### config.mk
export PLATFORM = sky130hd
export DESIGN_NAME = lut_arbiter
export DESIGN_NICKNAME = d
export VERILOG_FILES = /design/src/rtl/lut_arbiter_pkg.sv /design/src/rtl/lut_arbiter_rom.sv /design/src/rtl/lut_arbiter.sv
export SDC_FILE = /design/constraint.sdc
export NUM_CORES = 1
export LEC_CHECK = 0
export BUFFER_PORTS_ARGS = -buffer_cell sky130_fd_sc_hd__buf_4
export CORE_AREA = 2 2 142 144
export CTS_BUF_LIST = sky130_fd_sc_hd__clkbuf_4 sky130_fd_sc_hd__clkbuf_8
export CTS_CLUSTER_DIAMETER = 50
export DETAILED_ROUTE_END_ITERATION = 8
export DIE_AREA = 0 0 144 146
export PLACE_DENSITY = 0.71
export SLEW_MARGIN = 20
export SYNTH_ARGS = -nofsm -noshare
export SYNTH_HDL_FRONTEND = slang
export SYNTH_SLANG_ARGS = --single-unit
### constraint.sdc
create_clock -name clk -period 5.7 [get_ports clk]
set_input_delay 0.57 -clock clk [delete_from_list [all_inputs] [get_ports clk]]
set_output_delay 0.57 -clock clk [all_outputs]
set_load 0.1 [all_outputs]
### src/rtl/lut_arbiter_pkg.sv
// Shared types, constants and helpers for the Mandelbrot colour-LUT arbiter.
// The palette function defines the ROM contents; rr_pick is the round-robin search.
package lut_arbiter_pkg;

  typedef logic [23:0] rgb_t;
  typedef logic [31:0] iter_t;
  typedef logic [18:0] addr_t;

  localparam int   MAX_ITERATION = 50;
  localparam rgb_t IN_SET_RGB    = 24'h000000;

  // Escape-time palette: red ramps up, green ramps down, blue wraps quickly.
  function automatic rgb_t lut_color(input logic [7:0] idx);
    logic [7:0] r;
    logic [7:0] g;
    logic [7:0] b;
    r = idx * 8'd5;
    g = 8'hFF - r;
    b = idx * 8'd13;
    return {r, g, b};
  endfunction

  // Returns {found, index} of the first set valid bit after ptr, wrapping at n (n <= 16).
  function automatic logic [4:0] rr_pick(input logic [15:0] valid, input logic [3:0] ptr,
                                         input logic [4:0] n);
    logic [4:0] res;
    logic [4:0] c;
    logic [4:0] k;
    res = '0;
    for (k = 5'd1; k <= 5'd16; k = k + 5'd1) begin
      c = {1'b0, ptr} + k;
      if (c >= n) c = c - n;
      if (k <= n && !res[4] && valid[c[3:0]]) res = {1'b1, c[3:0]};
    end
    return res;
  endfunction

endpackage

### src/rtl/lut_arbiter_rom.sv
// Synchronous-read colour ROM, one entry per escape-time iteration count.
module lut_rom
  import lut_arbiter_pkg::*;
#(
  parameter int DEPTH    = MAX_ITERATION,
  parameter int IDX_W    = $clog2(MAX_ITERATION),
  parameter int RGB_SIZE = 24
) (
  input  logic                clk,
  input  logic                en,
  input  logic [IDX_W-1:0]    addr,
  output logic [RGB_SIZE-1:0] q
);

  logic [RGB_SIZE-1:0] rom [DEPTH];

  for (genvar gi = 0; gi < DEPTH; gi++) begin : g_fill
    assign rom[gi] = RGB_SIZE'(lut_color(8'(gi)));
  end

  always_ff @(posedge clk) begin
    if (en) q <= rom[addr];
  end

endmodule

### src/rtl/lut_arbiter.sv
// Round-robin share of one colour-LUT port among several Mandelbrot engines,
// producing a backpressured RGB pixel stream with a per-frame done pulse.
module lut_arbiter
  import lut_arbiter_pkg::*;
#(
  parameter int                DATA_WIDTH       = 32,
  parameter int                RGB_SIZE         = 24,
  parameter int                ADDR_WIDTH       = 19,
  parameter int                MAX_ITERATION    = lut_arbiter_pkg::MAX_ITERATION,
  parameter int                NUM_ENGINES      = 6,
  parameter int                PIXELS_PER_FRAME = 307200,
  parameter logic [RGB_SIZE-1:0] IN_SET_RGB     = RGB_SIZE'(lut_arbiter_pkg::IN_SET_RGB),
  localparam int               ENG_W            = (NUM_ENGINES > 1) ? $clog2(NUM_ENGINES) : 1
) (
  input  logic                                    clk,
  input  logic                                    rst_n,
  input  logic [NUM_ENGINES-1:0]                  req_valid,
  input  logic [NUM_ENGINES-1:0][DATA_WIDTH-1:0]  req_iter,
  input  logic [NUM_ENGINES-1:0][ADDR_WIDTH-1:0]  req_addr,
  output logic [NUM_ENGINES-1:0]                  req_ready,
  output logic                                    out_valid,
  input  logic                                    out_ready,
  output logic [RGB_SIZE-1:0]                     out_rgb,
  output logic [ADDR_WIDTH-1:0]                   out_addr,
  output logic [ENG_W-1:0]                        out_engine,
  output logic                                    frame_done
);

  localparam int IDX_W = $clog2(MAX_ITERATION);
  localparam int CNT_W = (PIXELS_PER_FRAME > 2) ? $clog2(PIXELS_PER_FRAME) : 1;
  localparam logic [CNT_W-1:0] LAST_PIX = CNT_W'(PIXELS_PER_FRAME - 1);
  localparam logic [4:0]       N5       = 5'(NUM_ENGINES);

  logic [ENG_W-1:0]      ptr_reg;
  logic                  out_valid_reg;
  logic [ADDR_WIDTH-1:0] addr_reg;
  logic [ENG_W-1:0]      engine_reg;
  logic                  flag_reg;
  logic [CNT_W-1:0]      cnt_reg;
  logic                  frame_done_reg;

  logic                   adv;
  logic [4:0]             pick;
  logic                   hs;
  logic [ENG_W-1:0]       gidx;
  logic [NUM_ENGINES-1:0] grant;
  logic [DATA_WIDTH-1:0]  sel_iter;
  logic [ADDR_WIDTH-1:0]  sel_addr;
  logic                   clamp;
  logic [IDX_W-1:0]       rom_idx;
  logic [RGB_SIZE-1:0]    rom_q;

  // No grants while reset is held, so engines never see a phantom handshake.
  always_comb begin
    adv      = !out_valid_reg || out_ready;
    pick     = rr_pick(16'(req_valid), 4'(ptr_reg), N5);
    gidx     = ENG_W'(pick[3:0]);
    hs       = adv && pick[4] && rst_n;
    grant    = '0;
    if (hs) grant[gidx] = 1'b1;
    sel_iter = req_iter[gidx];
    sel_addr = req_addr[gidx];
    clamp    = sel_iter >= DATA_WIDTH'(MAX_ITERATION);
    rom_idx  = clamp ? '0 : sel_iter[IDX_W-1:0];
  end

  lut_rom #(
    .DEPTH   (MAX_ITERATION),
    .IDX_W   (IDX_W),
    .RGB_SIZE(RGB_SIZE)
  ) u_rom (
    .clk (clk),
    .en  (adv),
    .addr(rom_idx),
    .q   (rom_q)
  );

  always_ff @(posedge clk or negedge rst_n) begin
    if (!rst_n) begin
      ptr_reg        <= ENG_W'(NUM_ENGINES - 1);
      out_valid_reg  <= 1'b0;
      addr_reg       <= '0;
      engine_reg     <= '0;
      flag_reg       <= 1'b0;
      cnt_reg        <= '0;
      frame_done_reg <= 1'b0;
    end else begin
      if (hs) ptr_reg <= gidx;
      if (adv) begin
        out_valid_reg <= hs;
        if (hs) begin
          addr_reg   <= sel_addr;
          engine_reg <= gidx;
          flag_reg   <= clamp;
        end
      end
      frame_done_reg <= 1'b0;
      if (out_valid_reg && out_ready) begin
        if (cnt_reg == LAST_PIX) begin
          cnt_reg        <= '0;
          frame_done_reg <= 1'b1;
        end else begin
          cnt_reg <= cnt_reg + CNT_W'(1);
        end
      end
    end
  end

  assign req_ready  = grant;
  assign out_valid  = out_valid_reg;
  // The ROM output register has no reset, so the colour is blanked while idle.
  assign out_rgb    = out_valid_reg ? (flag_reg ? IN_SET_RGB : rom_q) : '0;
  assign out_addr   = addr_reg;
  assign out_engine = engine_reg;
  assign frame_done = frame_done_reg;

endmodule
==> summary.json, run 1 <==
{
  "drt_drc_violations_left": 0,
  "outcome": "finished, final reports clean",
  "place.port_buffers": 368,
  "yosys_warnings": 0,
  "grt_start_max_net_pins": 49,
  "cp_num_buf_inv": 3,
  "hold_path.class": "input pin to asynchronous set/reset pin",
  "clock_sinks": 68,
  "worst_path_dominant_cell_family": "compound AO/OA/AOI/OAI gates",
  "start_util_pct": 32.2,
  "cts_htree_levels": 3,
  "fin_crit_ns": 5.41,
  "clock_path_buffers": 2,
  "finalWeightedCongestion": 0.920,
  "share_of_the_synthesized_area_in_the_top_cell_type_pct": 18.1,
  "num-nets-final": 1436,
  "clkSlewWorstSetupHoldPaths_ns": 0.09,
  "synth_xor_xnor_area_share_pct": 2.93,
  "number_of_enable_flip_flop_cells_after_synthesis": 21,
  "grt_pass1_wl_um": 39200,
  "clock_insertion_delay_worst_skew_ns": 0.37,
  "period_share_pct": 95.0,
  "yosys_most_used_dff": "sky130_fd_sc_hd__dfrtp_1",
  "post_synth_and_or_nand_nor_area_fraction_pct": 23.2,
  "synth_fp_nets": 1070,
  "synth.distinct_cells": 91,
  "drt_pass1_iterations": 6,
  "die_outline_width_um": 144,
  "post_synth_fa_ha_maj_area_fraction_pct": 4.38,
  "worstSetupEndpointType": "flop",
  "number_of_fill_cells_in_the_layout": 1929,
  "async_flop_share_pct": 69.1,
  "detail_route.vias_per_cell": 5.44,
  "grt_pass1_vias": 7321,
  "maxSlewHeadroom_pct": 52.1,
  "largest_register_ff_count": 21,
  "std_cell_rows": 51,
  "finish.utilization_pct": 49.9,
  "synth_top_family_by_area": "compound AO/OA/AOI/OAI gates",
  "synth.cell_area_um2": 6230,
  "hold_viol_final": 0,
  "crit_path_max_incr_delay_ns": 0.55,
  "cts_hold_buf": 0,
  "netlist_top_cells_area": "sky130_fd_sc_hd__dfrtp_1, sky130_fd_sc_hd__edfxtp_1, sky130_fd_sc_hd__ha_1",
  "first_iter_violations": 620,
  "initial_antenna_violation_count": 0,
  "worst_setup_path_start_kind": "flop",
  "cts_inserted_buffers": 9,
  "cp_data_arrival_time_ns": 5.53,
  "core_um2": 19300,
  "finalSetupViolCount": 0,
  "global_route.overflow_total": 0,
  "maxCapViolCount": 0,
  "timing.critical_path.fanout_max": 5,
  "critical_path_required_ns": 5.82,
  "dp.final_hpwl_um": 21400,
  "yosys-mux-area-fraction_pct": 4.64,
  "die-area_um2": 21000,
  "critical_path.cell_chain": "inv_1 > ha_1 > xor2_2 > inv_1 > ha_4 > a221oi_2 > a31oi_1 > o32ai_2 > nand3b_4 > a21oi_1 > a21o_2 > or2_1 > or4_4 > a31o_1 > o21a_2 > nand2b_2 > inv_2 > ha_1 > nor2_2 > o41ai_2 > nor3b_1 > a311oi_1",
  "crit_type": "flop to flop",
  "synth_compound_gate_area_share_pct": 30.7,
  "fin_skew_ns": 0.00726,
  "ant_nets": 0,
  "clockRootBuffer": "sky130_fd_sc_hd__clkbuf_8",
  "io_pins": 369,
  "detail_route.wl_per_cell_um": 18.9,
  "routed_wl_um": 25900,
  "totalNegativeSetupSlack_ns": 0,
  "grt_setup_unrepaired": "false",
  "global_route.usage.total_pct": 24.0,
  "final_layout_size_suffix_gt1_share_pct": 44.0,
  "avgSynthCellArea_um2": 8.49,
  "postSynthRegisterBits": 68,
  "area.growth.synth_to_final_pct": 54.9,
  "synth_cells": 734,
  "max_freq_mhz": 185,
  "crit_path_top_delay_cell": "sky130_fd_sc_hd__dfstp_2",
  "vias": 7457,
  "die_height_um": 146,
  "synth_largest_area_cell": "sky130_fd_sc_hd__dfrtp_1",
  "diodes": 0,
  "synth_sequential_area_ratio_pct": 29.0,
  "tritoncts": "done",
  "worst_pin_slew_ns": 0.712,
  "maxSlewViolCount": 0
}
## final timing paths
kind	start	to	slack, ns	cells past startpoint
worst min register to register	out_addr[7]$_DFFE_PN0P_	out_addr[7]$_DFFE_PN0P_	0.48	1
min in group clk	out_addr[7]$_DFFE_PN0P_	out_addr[7]$_DFFE_PN0P_	0.48	1
max in group asynchronous	rst_n	out_engine[0]$_DFFE_PN0P_	5.05	1
worst max-delay path	ptr_reg[0]$_DFFE_PN1P_	u_rom.q[5]$_DFFE_PP_	0.29	22
worst min-delay path	rst_n	frame_done$_DFF_PN0_	0.21	1
worst max register to register	ptr_reg[0]$_DFFE_PN1P_	u_rom.q[5]$_DFFE_PP_	0.29	22
## area by class of cell
class | count | area (um2) | share of cell area (%)
inverter | 23 | 86.3 | 0.894
sequential | 68 | 1810 | 18.7
timing repair buffer | 405 | 3040 | 31.5
clock inverter | 7 | 51.3 | 0.531
tap | 265 | 332 | 3.43
multi-input combinational | 593 | 4210 | 43.6
clock buffer | 9 | 124 | 1.28
## synth_stat cells, types with 3 or more instances
cell,count
sky130_fd_sc_hd__nand3_1,26
sky130_fd_sc_hd__a311oi_1,20
sky130_fd_sc_hd__nor4b_1,3
sky130_fd_sc_hd__a211oi_1,26
sky130_fd_sc_hd__xor2_1,6
sky130_fd_sc_hd__xnor2_1,13
sky130_fd_sc_hd__o21ai_0,30
sky130_fd_sc_hd__and4_1,3
sky130_fd_sc_hd__a21boi_0,5
sky130_fd_sc_hd__a21o_1,27
sky130_fd_sc_hd__nor2_1,56
sky130_fd_sc_hd__edfxtp_1,21
sky130_fd_sc_hd__mux2_2,10
sky130_fd_sc_hd__nor3_1,12
sky130_fd_sc_hd__inv_1,16
sky130_fd_sc_hd__o211a_1,3
sky130_fd_sc_hd__buf_1,4
sky130_fd_sc_hd__or3_1,4
sky130_fd_sc_hd__ha_1,21
sky130_fd_sc_hd__o221a_2,4
sky130_fd_sc_hd__and2_1,24
sky130_fd_sc_hd__o21ai_1,3
sky130_fd_sc_hd__buf_2,7
sky130_fd_sc_hd__nor4_1,37
sky130_fd_sc_hd__nand4_1,11
sky130_fd_sc_hd__buf_4,7
sky130_fd_sc_hd__a211o_1,4
sky130_fd_sc_hd__a22oi_1,21
sky130_fd_sc_hd__nand2_1,59
sky130_fd_sc_hd__a221o_1,3
sky130_fd_sc_hd__a22o_1,20
sky130_fd_sc_hd__inv_2,7
sky130_fd_sc_hd__o211ai_1,5
sky130_fd_sc_hd__nor3b_1,5
sky130_fd_sc_hd__nor2b_1,7
sky130_fd_sc_hd__a21oi_1,27
sky130_fd_sc_hd__nand2b_1,3
sky130_fd_sc_hd__o21a_1,4
sky130_fd_sc_hd__o22ai_1,5
sky130_fd_sc_hd__a31oi_1,6
sky130_fd_sc_hd__clkbuf_1,30
sky130_fd_sc_hd__a221oi_1,4
sky130_fd_sc_hd__mux2i_1,15
sky130_fd_sc_hd__and3_1,6
sky130_fd_sc_hd__dfrtp_1,45
## cell families after synthesis
kind of cell,Yosys count
AOI/OAI and AO/OA,250
xor gates and xnor gates,20
adders and majority gates,22
buffers and inverters,73
DFF,68
muxes,27
and+or+nand+nor,274
## per-layer routing
layer / routed length (um) / GRT usage (%)
met5: 0 / 0
met3: 2150 / 5.56
met1: 10200 / 29.7
met4: 540 / 6.37
met2: 13000 / 41.6
## through the flow
| stage | hold WS [ns] | instances | area, um2 | worst slack, ns |
|---|---|---|---|---|
| floorplan | 0.274 | 734 | 6260 | -0.349 |
| finish | 0.213 | 1370 | 9660 | 0.287 |
| CTS | 0.217 | 1367 | 9560 | 0.188 |
| global placement | 0.461 | 1351 | 9380 | 0.334 |
| detailed placement | 0.467 | 1351 | 9380 | 0.219 |
| global route | 0.239 | 1370 | 9660 | 0.0196 |
## cells in the final DEF (no fill, tap or decap), drive strengths merged, types with 6 or more instances in the layout
| cell | instances |
|---|---|
| a311oi | 20 |
| a21oi | 27 |
| nor4 | 37 |
| a21o | 27 |
| clkbuf | 9 |
| a211oi | 26 |
| nand4 | 11 |
| a221oi | 7 |
| xor2 | 6 |
| a22o | 20 |
| nor3 | 13 |
| o21ai | 35 |
| nand3 | 26 |
| xnor2 | 14 |
| buf | 405 |
| inv | 24 |
| nand2 | 61 |
| ha | 21 |
| mux2 | 12 |
| dfrtp | 45 |
| edfxtp | 21 |
| a22oi | 21 |
| a31oi | 6 |
| o211ai | 6 |
| mux2i | 15 |
| nor2 | 57 |
| and2 | 25 |
| and3 | 6 |
| nor2b | 7 |
## what timing repair did
item                       4_1_cts  5_1_grt
setup buffers                    0        3
gates resized for setup          0       13
setup endpoints to repair        0        9
## worst register-to-register path: cells and delay by family (launching register included)
family	cells	cell delay (ns)
flip-flops	1	0.55
adder cells (fa/ha/maj)	3	0.84
XOR/XNOR	1	0.19
AND/OR/NAND/NOR	6	1.53
buffers and inverters	3	0.27
AO/OA/AOI/OAI	9	1.80
Power of run 1 is not shown: default switching activity piles up to over one toggle a cycle in this logic, so the estimate is an artifact.
==> inputs of run 2 (changes only) <==
- GPL_TIMING_DRIVEN: not set -> 0
==> run 2 against run 1 <==
Compared with the run above: core utilization up 3.2 points; setup slack worse by 0.18 ns; sequential share of layout area shrank 1.1 points; final cell count is 3.6% higher; flip-flop and latch count unchanged; clock-buffer cell count up 3; critical path depth grew 4; routed wire length up 11%; first-iteration DRC count grew 13%; via count rose by 4.9%; hold slack improved by 0.0091 ns.
==> summary.json, run 2 (synthesized netlist as in run 1, its figures left out) <==
{
  "clock_sinks": {"value": 68, "change": "unchanged"},
  "r2r-start": {"value": "ptr_reg[0]$_DFFE_PN1P_", "change": "unchanged"},
  "grt_util_met2": {"value": 46.8, "unit": "%", "change": "was 41.6%"},
  "maxSlewViolCount": {"value": 0, "change": "unchanged"},
  "clock_insertion_delay_worst_skew": {"value": 0.37, "unit": "ns", "change": "about the same"},
  "grt_pass1_wl": {"value": 42400, "unit": "um", "change": "was 39200 um"},
  "drt_pass1_iterations": {"value": 5, "change": "was 6"},
  "hold_path.class": {"value": "input pin to asynchronous set/reset pin", "change": "unchanged"},
  "layout.cells.most_common_list": {"value": "sky130_fd_sc_hd__buf_4, sky130_fd_sc_hd__nand2_1, sky130_fd_sc_hd__nor2_1, sky130_fd_sc_hd__dfrtp_1, sky130_fd_sc_hd__nor4_1", "change": "unchanged"},
  "crit_path_top_delay_cell": {"value": "sky130_fd_sc_hd__dfstp_2", "change": "unchanged"},
  "fin_skew": {"value": 0.0155, "unit": "ns", "change": "was 0.00726 ns"},
  "critical_path_required": {"value": 5.84, "unit": "ns", "change": "was 5.82 ns"},
  "detail_route.vias_per_cell": {"value": 5.51, "change": "was 5.44"},
  "detail_route.wl_per_cell": {"value": 20.3, "unit": "um", "change": "was 18.9 um"},
  "clkSlewWorstSetupHoldPaths": {"value": 0.09, "unit": "ns", "change": "about the same"},
  "hold_viol_final": {"value": 0, "change": "unchanged"},
  "crit_path_max_incr_delay": {"value": 0.57, "unit": "ns", "change": "was 0.55 ns"},
  "critical_path.reg2reg.endpoint": {"value": "u_rom.q[4]$_DFFE_PP_", "change": "was u_rom.q[5]$_DFFE_PP_"},
  "die-area": {"value": 21000, "unit": "um2", "change": "unchanged"},
  "start_util": {"value": 32.2, "unit": "%", "change": "unchanged"},
  "clock_path_buffers": {"value": 2, "change": "unchanged"},
  "worst-r2r-cell-count": {"value": 26, "change": "was 22"},
  "place_area": {"value": 9350, "unit": "um2", "change": "was 9380 um2"},
  "busiest_layer": {"value": "met2", "change": "unchanged"},
  "std_cell_rows": {"value": 51, "change": "unchanged"},
  "routed_wl": {"value": 28800, "unit": "um", "change": "was 25900 um"},
  "finalWeightedCongestion": {"value": 0.960, "change": "was 0.920"},
  "first_iter_violations": {"value": 698, "change": "was 620"},
  "fin_crit": {"value": 5.59, "unit": "ns", "change": "was 5.41 ns"},
  "worst_path_dominant_cell_family": {"value": "compound AO/OA/AOI/OAI gates", "change": "unchanged"},
  "drt_drc_violations_left": {"value": 0, "change": "unchanged"},
  "number_of_fill_cells_in_the_layout": {"value": 1878, "change": "was 1929"},
  "crit_type": {"value": "flop to flop", "change": "unchanged"},
  "num-nets-final": {"value": 1485, "change": "was 1436"},
  "area.growth.synth_to_final": {"value": 64.7, "unit": "%", "change": "was 54.9%"},
  "rrSetupSlack": {"value": 0.11, "unit": "ns", "change": "was 0.29 ns"},
  "tritoncts": {"value": "done", "change": "unchanged"},
  "grt.met1_usage": {"value": 33.0, "unit": "%", "change": "was 29.7%"},
  "worst_setup_path_start_kind": {"value": "flop", "change": "unchanged"},
  "max_freq": {"value": 179, "unit": "MHz", "change": "was 185 MHz"},
  "timing.critical_path.fanout_max": {"value": 10, "change": "was 5"},
  "vias": {"value": 7821, "change": "was 7457"},
  "layout.cell_area.non_filler": {"value": 10300, "unit": "um2", "change": "was 9660 um2"},
  "ant_nets": {"value": 0, "change": "unchanged"},
  "maxCapViolCount": {"value": 0, "change": "unchanged"},
  "grt_pass1_vias": {"value": 7712, "change": "was 7321"},
  "worst_pin_slew": {"value": 0.937, "unit": "ns", "change": "was 0.712 ns"},
  "cts_inserted_buffers": {"value": 9, "change": "unchanged"},
  "initial_antenna_violation_count": {"value": 1, "change": "was 0"},
  "finalSetupViolCount": {"value": 0, "change": "unchanged"},
  "core": {"value": 19300, "unit": "um2", "change": "unchanged"},
  "io_pins": {"value": 369, "change": "unchanged"},
  "cts_htree_levels": {"value": 3, "change": "unchanged"},
  "outcome": {"value": "finished, final reports clean", "change": "unchanged"},
  "grt.met3_usage": {"value": 5.03, "unit": "%", "change": "was 5.56%"},
  "maxSlewHeadroom": {"value": 37.2, "unit": "%", "change": "was 52.1%"},
  "clockRootBuffer": {"value": "sky130_fd_sc_hd__clkbuf_8", "change": "unchanged"},
  "grt_start_max_net_pins": {"value": 49, "change": "unchanged"},
  "cp_data_arrival_time": {"value": 5.72, "unit": "ns", "change": "was 5.53 ns"},
  "cp_num_buf_inv": {"value": 8, "change": "was 3"},
  "layout.cells.most_common": {"value": "sky130_fd_sc_hd__buf_4", "change": "unchanged"},
  "final_layout_size_suffix_gt1_share": {"value": 46.2, "unit": "%", "change": "was 44.0%"},
  "largest_register_ff_count": {"value": 21, "change": "unchanged"},
  "global_route.overflow_total": {"value": 0, "change": "unchanged"},
  "cts_hold_buf": {"value": 0, "change": "unchanged"},
  "diodes": {"value": 0, "change": "unchanged"},
  "global_route.usage.total": {"value": 26.2, "unit": "%", "change": "was 24.0%"},
  "fin_ws": {"value": 0.112, "unit": "ns", "change": "was 0.287 ns"},
  "die_height": {"value": 146, "unit": "um", "change": "unchanged"},
  "pre_cts_slack": {"value": -1.19, "unit": "ns", "change": "was 0.219 ns"},
  "die_outline_width": {"value": 144, "unit": "um", "change": "unchanged"},
  "worstSetupEndpointType": {"value": "flop", "change": "unchanged"},
  "place.port_buffers": {"value": 368, "change": "unchanged"},
  "dp.final_hpwl": {"value": 22900, "unit": "um", "change": "was 21400 um"},
  "period_share": {"value": 98.0, "unit": "%", "change": "was 95.0%"}
}
[run 2: timing repair]
action,in CTS,in global routing
setup buffers,17,20
endpoints found under the setup margin,45,17
gates resized for setup,50,34
pin swaps,11,14
[run 2: metrics by stage]
step           utilization, %  cells  setup TNS [ns]  hold WS, ns
5_1_grt                  53.1   1419          -0.495        0.276
4_1_cts                  51.7   1400               0        0.236
2_1_floorplan               -    734           -1.05        0.274
6_report                 53.1   1419               0        0.222
3_3_place_gp             48.4   1367          -13.29        0.462
3_5_place_dp             48.4   1367          -14.45        0.464
[run 2: layer usage]
layer,up-vias,wire [um],share of wire (%)
li1,3669,-,-
met1,3744,11700,40
met2,381,14800,51
met3,27,2050,7.1
met4,0,348,1.2
met5,-,0,0
[run 2: how the worst max path moves through the flow]
stage	startpoint	end	cells past startpoint
after CTS	ptr_reg[0]$_DFFE_PN1P_	u_rom.q[13]$_DFFE_PP_	25
final	ptr_reg[0]$_DFFE_PN1P_	u_rom.q[4]$_DFFE_PP_	26
after global routing	ptr_reg[0]$_DFFE_PN1P_	u_rom.q[5]$_DFFE_PP_	25
after global placement	ptr_reg[0]$_DFFE_PN1P_	u_rom.q[5]$_DFFE_PP_	26
after detailed placement	ptr_reg[0]$_DFFE_PN1P_	u_rom.q[5]$_DFFE_PP_	26
after floorplan	ptr_reg[0]$_DFFE_PN1P_	req_ready[1]	15
[run 2: final cells by class]
type	instances	area [um2]	share of cell area, %
repair buffers	405	3040	29.6
multi-input cells	593	4470	43.5
well taps	265	332	3.23
flip-flops and latches	68	1810	17.6
clock inverters	4	73.8	0.719
plain buffers	49	293	2.85
clock buffers	12	153	1.49
inverters	23	93.8	0.914
Power of run 2 is left out for the same reason.
==> inputs of run 3 (changes only) <==
- PLACE_DENSITY: 0.71 -> 0.69
- clock period: 5.7 -> 5.53 ns (I/O delays scaled with it)
==> run 3 against run 2 <==
Compared with the run above: critical path depth decreased by 2; global-route usage about the same; fmax increased by 1.8%; largest cell class unchanged; hold slack got worse by 0.030 ns; clock-buffer cell count decreased by 3; final cell count grew 1.1%; non-clock buffer count up 13; sequential share of layout area down 0.44 points; flip-flop and latch count stayed put; via count increased by 0.17%; setup slack lost 0.069 ns.
==> summary.json, run 3 (synthesized netlist as in run 1, its figures left out) <==
{
  "busiest_layer": {"value": "met2", "change": "unchanged"},
  "layout.cells.most_common": {"value": "sky130_fd_sc_hd__buf_4", "change": "unchanged"},
  "cts_inserted_buffers": {"value": 9, "change": "unchanged"},
  "die-area": {"value": 21000, "unit": "um2", "change": "unchanged"},
  "global_route.usage.total": {"value": 26.2, "unit": "%", "change": "about the same"},
  "core": {"value": 19300, "unit": "um2", "change": "unchanged"},
  "die_outline_width": {"value": 144, "unit": "um", "change": "unchanged"},
  "hold_viol_final": {"value": 0, "change": "unchanged"},
  "whs": {"value": 0.192, "unit": "ns", "change": "was 0.222 ns"},
  "crit_path_top_delay_cell": {"value": "sky130_fd_sc_hd__dfstp_2", "change": "unchanged"},
  "clockRootBuffer": {"value": "sky130_fd_sc_hd__clkbuf_8", "change": "unchanged"},
  "clock_sinks": {"value": 68, "change": "unchanged"},
  "place.port_buffers": {"value": 368, "change": "unchanged"},
  "finalWeightedCongestion": {"value": 0.944, "change": "was 0.960"},
  "outcome": {"value": "finished, final reports clean", "change": "unchanged"},
  "maxSlewHeadroom": {"value": 41.5, "unit": "%", "change": "was 37.2%"},
  "max_freq": {"value": 182, "unit": "MHz", "change": "was 179 MHz"},
  "finalSetupViolCount": {"value": 0, "change": "unchanged"},
  "num-nets-final": {"value": 1498, "change": "was 1485"},
  "r2r-start": {"value": "ptr_reg[0]$_DFFE_PN1P_", "change": "unchanged"},
  "grt_pass1_vias": {"value": 7593, "change": "was 7712"},
  "critical_path.cell_chain": "buf_6 > buf_8 > inv_2 > ha_4 > clkbuf_16 > inv_4 > ha_4 > a21oi_1 > o21a_1 > o32ai_4 > nand3b_4 > a21oi_2 > a21o_4 > or2_1 > buf_6 > or4_4 > a31o_1 > o21a_1 > buf_6 > nand2b_1 > ha_2 > a21oi_1 > a2111o_1 > a311oi_2",
  "grt_util_met2": {"value": 45.6, "unit": "%", "change": "was 46.8%"},
  "hold_path.class": {"value": "input pin to asynchronous set/reset pin", "change": "unchanged"},
  "crit_type": {"value": "flop to flop", "change": "unchanged"},
  "global_route.overflow_total": {"value": 0, "change": "unchanged"},
  "io_pins": {"value": 369, "change": "unchanged"},
  "start_util": {"value": 32.2, "unit": "%", "change": "unchanged"},
  "period_share": {"value": 99.2, "unit": "%", "change": "was 98.0%"},
  "layout.area.seq": {"value": 1810, "unit": "um2", "change": "about the same"},
  "critical_path_s_most_frequent_cell": "sky130_fd_sc_hd__buf_6",
  "grt_pass1_wl": {"value": 42100, "unit": "um", "change": "was 42400 um"},
  "worstSetupEndpointType": {"value": "flop", "change": "unchanged"},
  "cts_htree_levels": {"value": 3, "change": "unchanged"},
  "timing.critical_path.fanout_max": {"value": 6, "change": "was 10"},
  "routed_wl": {"value": 29100, "unit": "um", "change": "was 28800 um"},
  "number_of_fill_cells_in_the_layout": {"value": 1857, "change": "was 1878"},
  "grt_start_max_net_pins": {"value": 49, "change": "unchanged"},
  "area.growth.synth_to_final": {"value": 69.2, "unit": "%", "change": "was 64.7%"},
  "initial_antenna_violation_count": {"value": 3, "change": "was 1"},
  "clock_path_buffers": {"value": 2, "change": "unchanged"},
  "final_layout_size_suffix_gt1_share": {"value": 48.3, "unit": "%", "change": "was 46.2%"},
  "die_height": {"value": 146, "unit": "um", "change": "unchanged"},
  "multi_input_comb_area": {"value": 4640, "unit": "um2", "change": "was 4470 um2"},
  "ant_nets": {"value": 0, "change": "unchanged"},
  "crit_path_max_incr_delay": {"value": 0.56, "unit": "ns", "change": "was 0.57 ns"},
  "drt_pass1_iterations": {"value": 7, "change": "was 5"},
  "dp.final_hpwl": {"value": 23400, "unit": "um", "change": "was 22900 um"},
  "cp_data_arrival_time": {"value": 5.66, "unit": "ns", "change": "was 5.72 ns"},
  "critical_path_required": {"value": 5.70, "unit": "ns", "change": "was 5.84 ns"},
  "grt_setup_unrepaired": "true",
  "maxSlewViolCount": {"value": 0, "change": "unchanged"},
  "layout.cells.most_common_list": {"value": "sky130_fd_sc_hd__buf_4, sky130_fd_sc_hd__nand2_1, sky130_fd_sc_hd__nor2_1, sky130_fd_sc_hd__dfrtp_1, sky130_fd_sc_hd__nor4_1", "change": "unchanged"},
  "drt_drc_violations_left": {"value": 0, "change": "unchanged"},
  "vias": {"value": 7834, "change": "was 7821"},
  "maxCapViolCount": {"value": 0, "change": "unchanged"},
  "fin_skew": {"value": 0.0111, "unit": "ns", "change": "was 0.0155 ns"},
  "detail_route.wl_per_cell": {"value": 20.3, "unit": "um", "change": "about the same"},
  "grt.met1_usage": {"value": 33.8, "unit": "%", "change": "was 33.0%"},
  "worst_pin_slew": {"value": 0.869, "unit": "ns", "change": "was 0.937 ns"},
  "tritoncts": {"value": "done", "change": "unchanged"},
  "grt.met3_usage": {"value": 5.00, "unit": "%", "change": "was 5.03%"},
  "std_cell_rows": {"value": 51, "change": "unchanged"},
  "clock_insertion_delay_worst_skew": {"value": 0.36, "unit": "ns", "change": "was 0.37 ns"},
  "pre_cts_slack": {"value": -1.10, "unit": "ns", "change": "was -1.19 ns"},
  "fin_ws": {"value": 0.0428, "unit": "ns", "change": "was 0.112 ns"},
  "first_iter_violations": {"value": 547, "change": "was 698"},
  "fin_crit": {"value": 5.49, "unit": "ns", "change": "was 5.59 ns"},
  "largest_register_ff_count": {"value": 21, "change": "unchanged"},
  "clkSlewWorstSetupHoldPaths": {"value": 0.08, "unit": "ns", "change": "was 0.09 ns"},
  "rrSetupSlack": {"value": 0.04, "unit": "ns", "change": "was 0.11 ns"},
  "detail_route.vias_per_cell": {"value": 5.46, "change": "was 5.51"},
  "worst_setup_path_start_kind": {"value": "flop", "change": "unchanged"},
  "critical_path.startpoint": {"value": "ptr_reg[0]$_DFFE_PN1P_", "change": "unchanged"}
}
run 3: cell count changes in the layout (fill, tap and decap cells not counted), sizes merged:
cell | before | now
clkinv | 2 | 4
inv | 21 | 24
clkbuf | 41 | 39
clkinvlp | 2 | 1
bufinv | 2 | 1
buf | 425 | 437
diode | 0 | 2
run 3: critical path, delay by kind of cell, from the launching register on:
family                     cells  cell delay, ns
adders and majority gates      3            0.83
and+or+nand+nor                4            1.07
DFF                            1            0.56
AOI/OAI and AO/OA             10            2.11
buffers and inverters          7            0.71
run 3: per-stage QoR:
step / TNS (ns) / instance area, um2 / util [%] / instances
2_1_floorplan: -1.23 / 6300 / - / 734
4_1_cts: -0.0115 / 10100 / 52.5 / 1413
3_3_place_gp: -10.10 / 9400 / 48.6 / 1367
5_1_grt: -0.310 / 10500 / 54.5 / 1432
6_report: 0 / 10500 / 54.6 / 1434
3_5_place_dp: -11.28 / 9400 / 48.6 / 1367
run 3: what timing repair did:
item,in CTS,in global routing
hold buffers,0,0
pin swaps,17,21
setup endpoints to repair,27,13
resized for setup,60,48
setup buffers,30,19
run 3: final timing paths:
check                                     endpoint  cells after the start
min in group clk           out_addr[8]$_DFFE_PN0P_                      1
max in group asynchronous   ptr_reg[1]$_DFFE_PN0P_                      1
min reg2reg                out_addr[8]$_DFFE_PN0P_                      1
min                        out_addr[9]$_DFFE_PN0P_                      1
max                           u_rom.q[5]$_DFFE_PP_                     24
max reg2reg                   u_rom.q[5]$_DFFE_PP_                     24
run 3: per-layer routing:
metal / up-vias / wire [um]
met5: - / 0
met2: 343 / 14600
met4: 0 / 388
li1: 3707 / -
met3: 28 / 2070
met1: 3756 / 12100
run 3: layout make-up:
cell class,count,area share (%)
inverter,23,0.878
tap,265,3.14
antenna,2,0.0474
buffer,49,2.92
clock buffer,9,1.17
timing repair buffer,418,30.0
clock inverter,7,0.712
multi-input combinational,593,44.0
sequential,68,17.2
Power of run 3 is left out for the same reason.
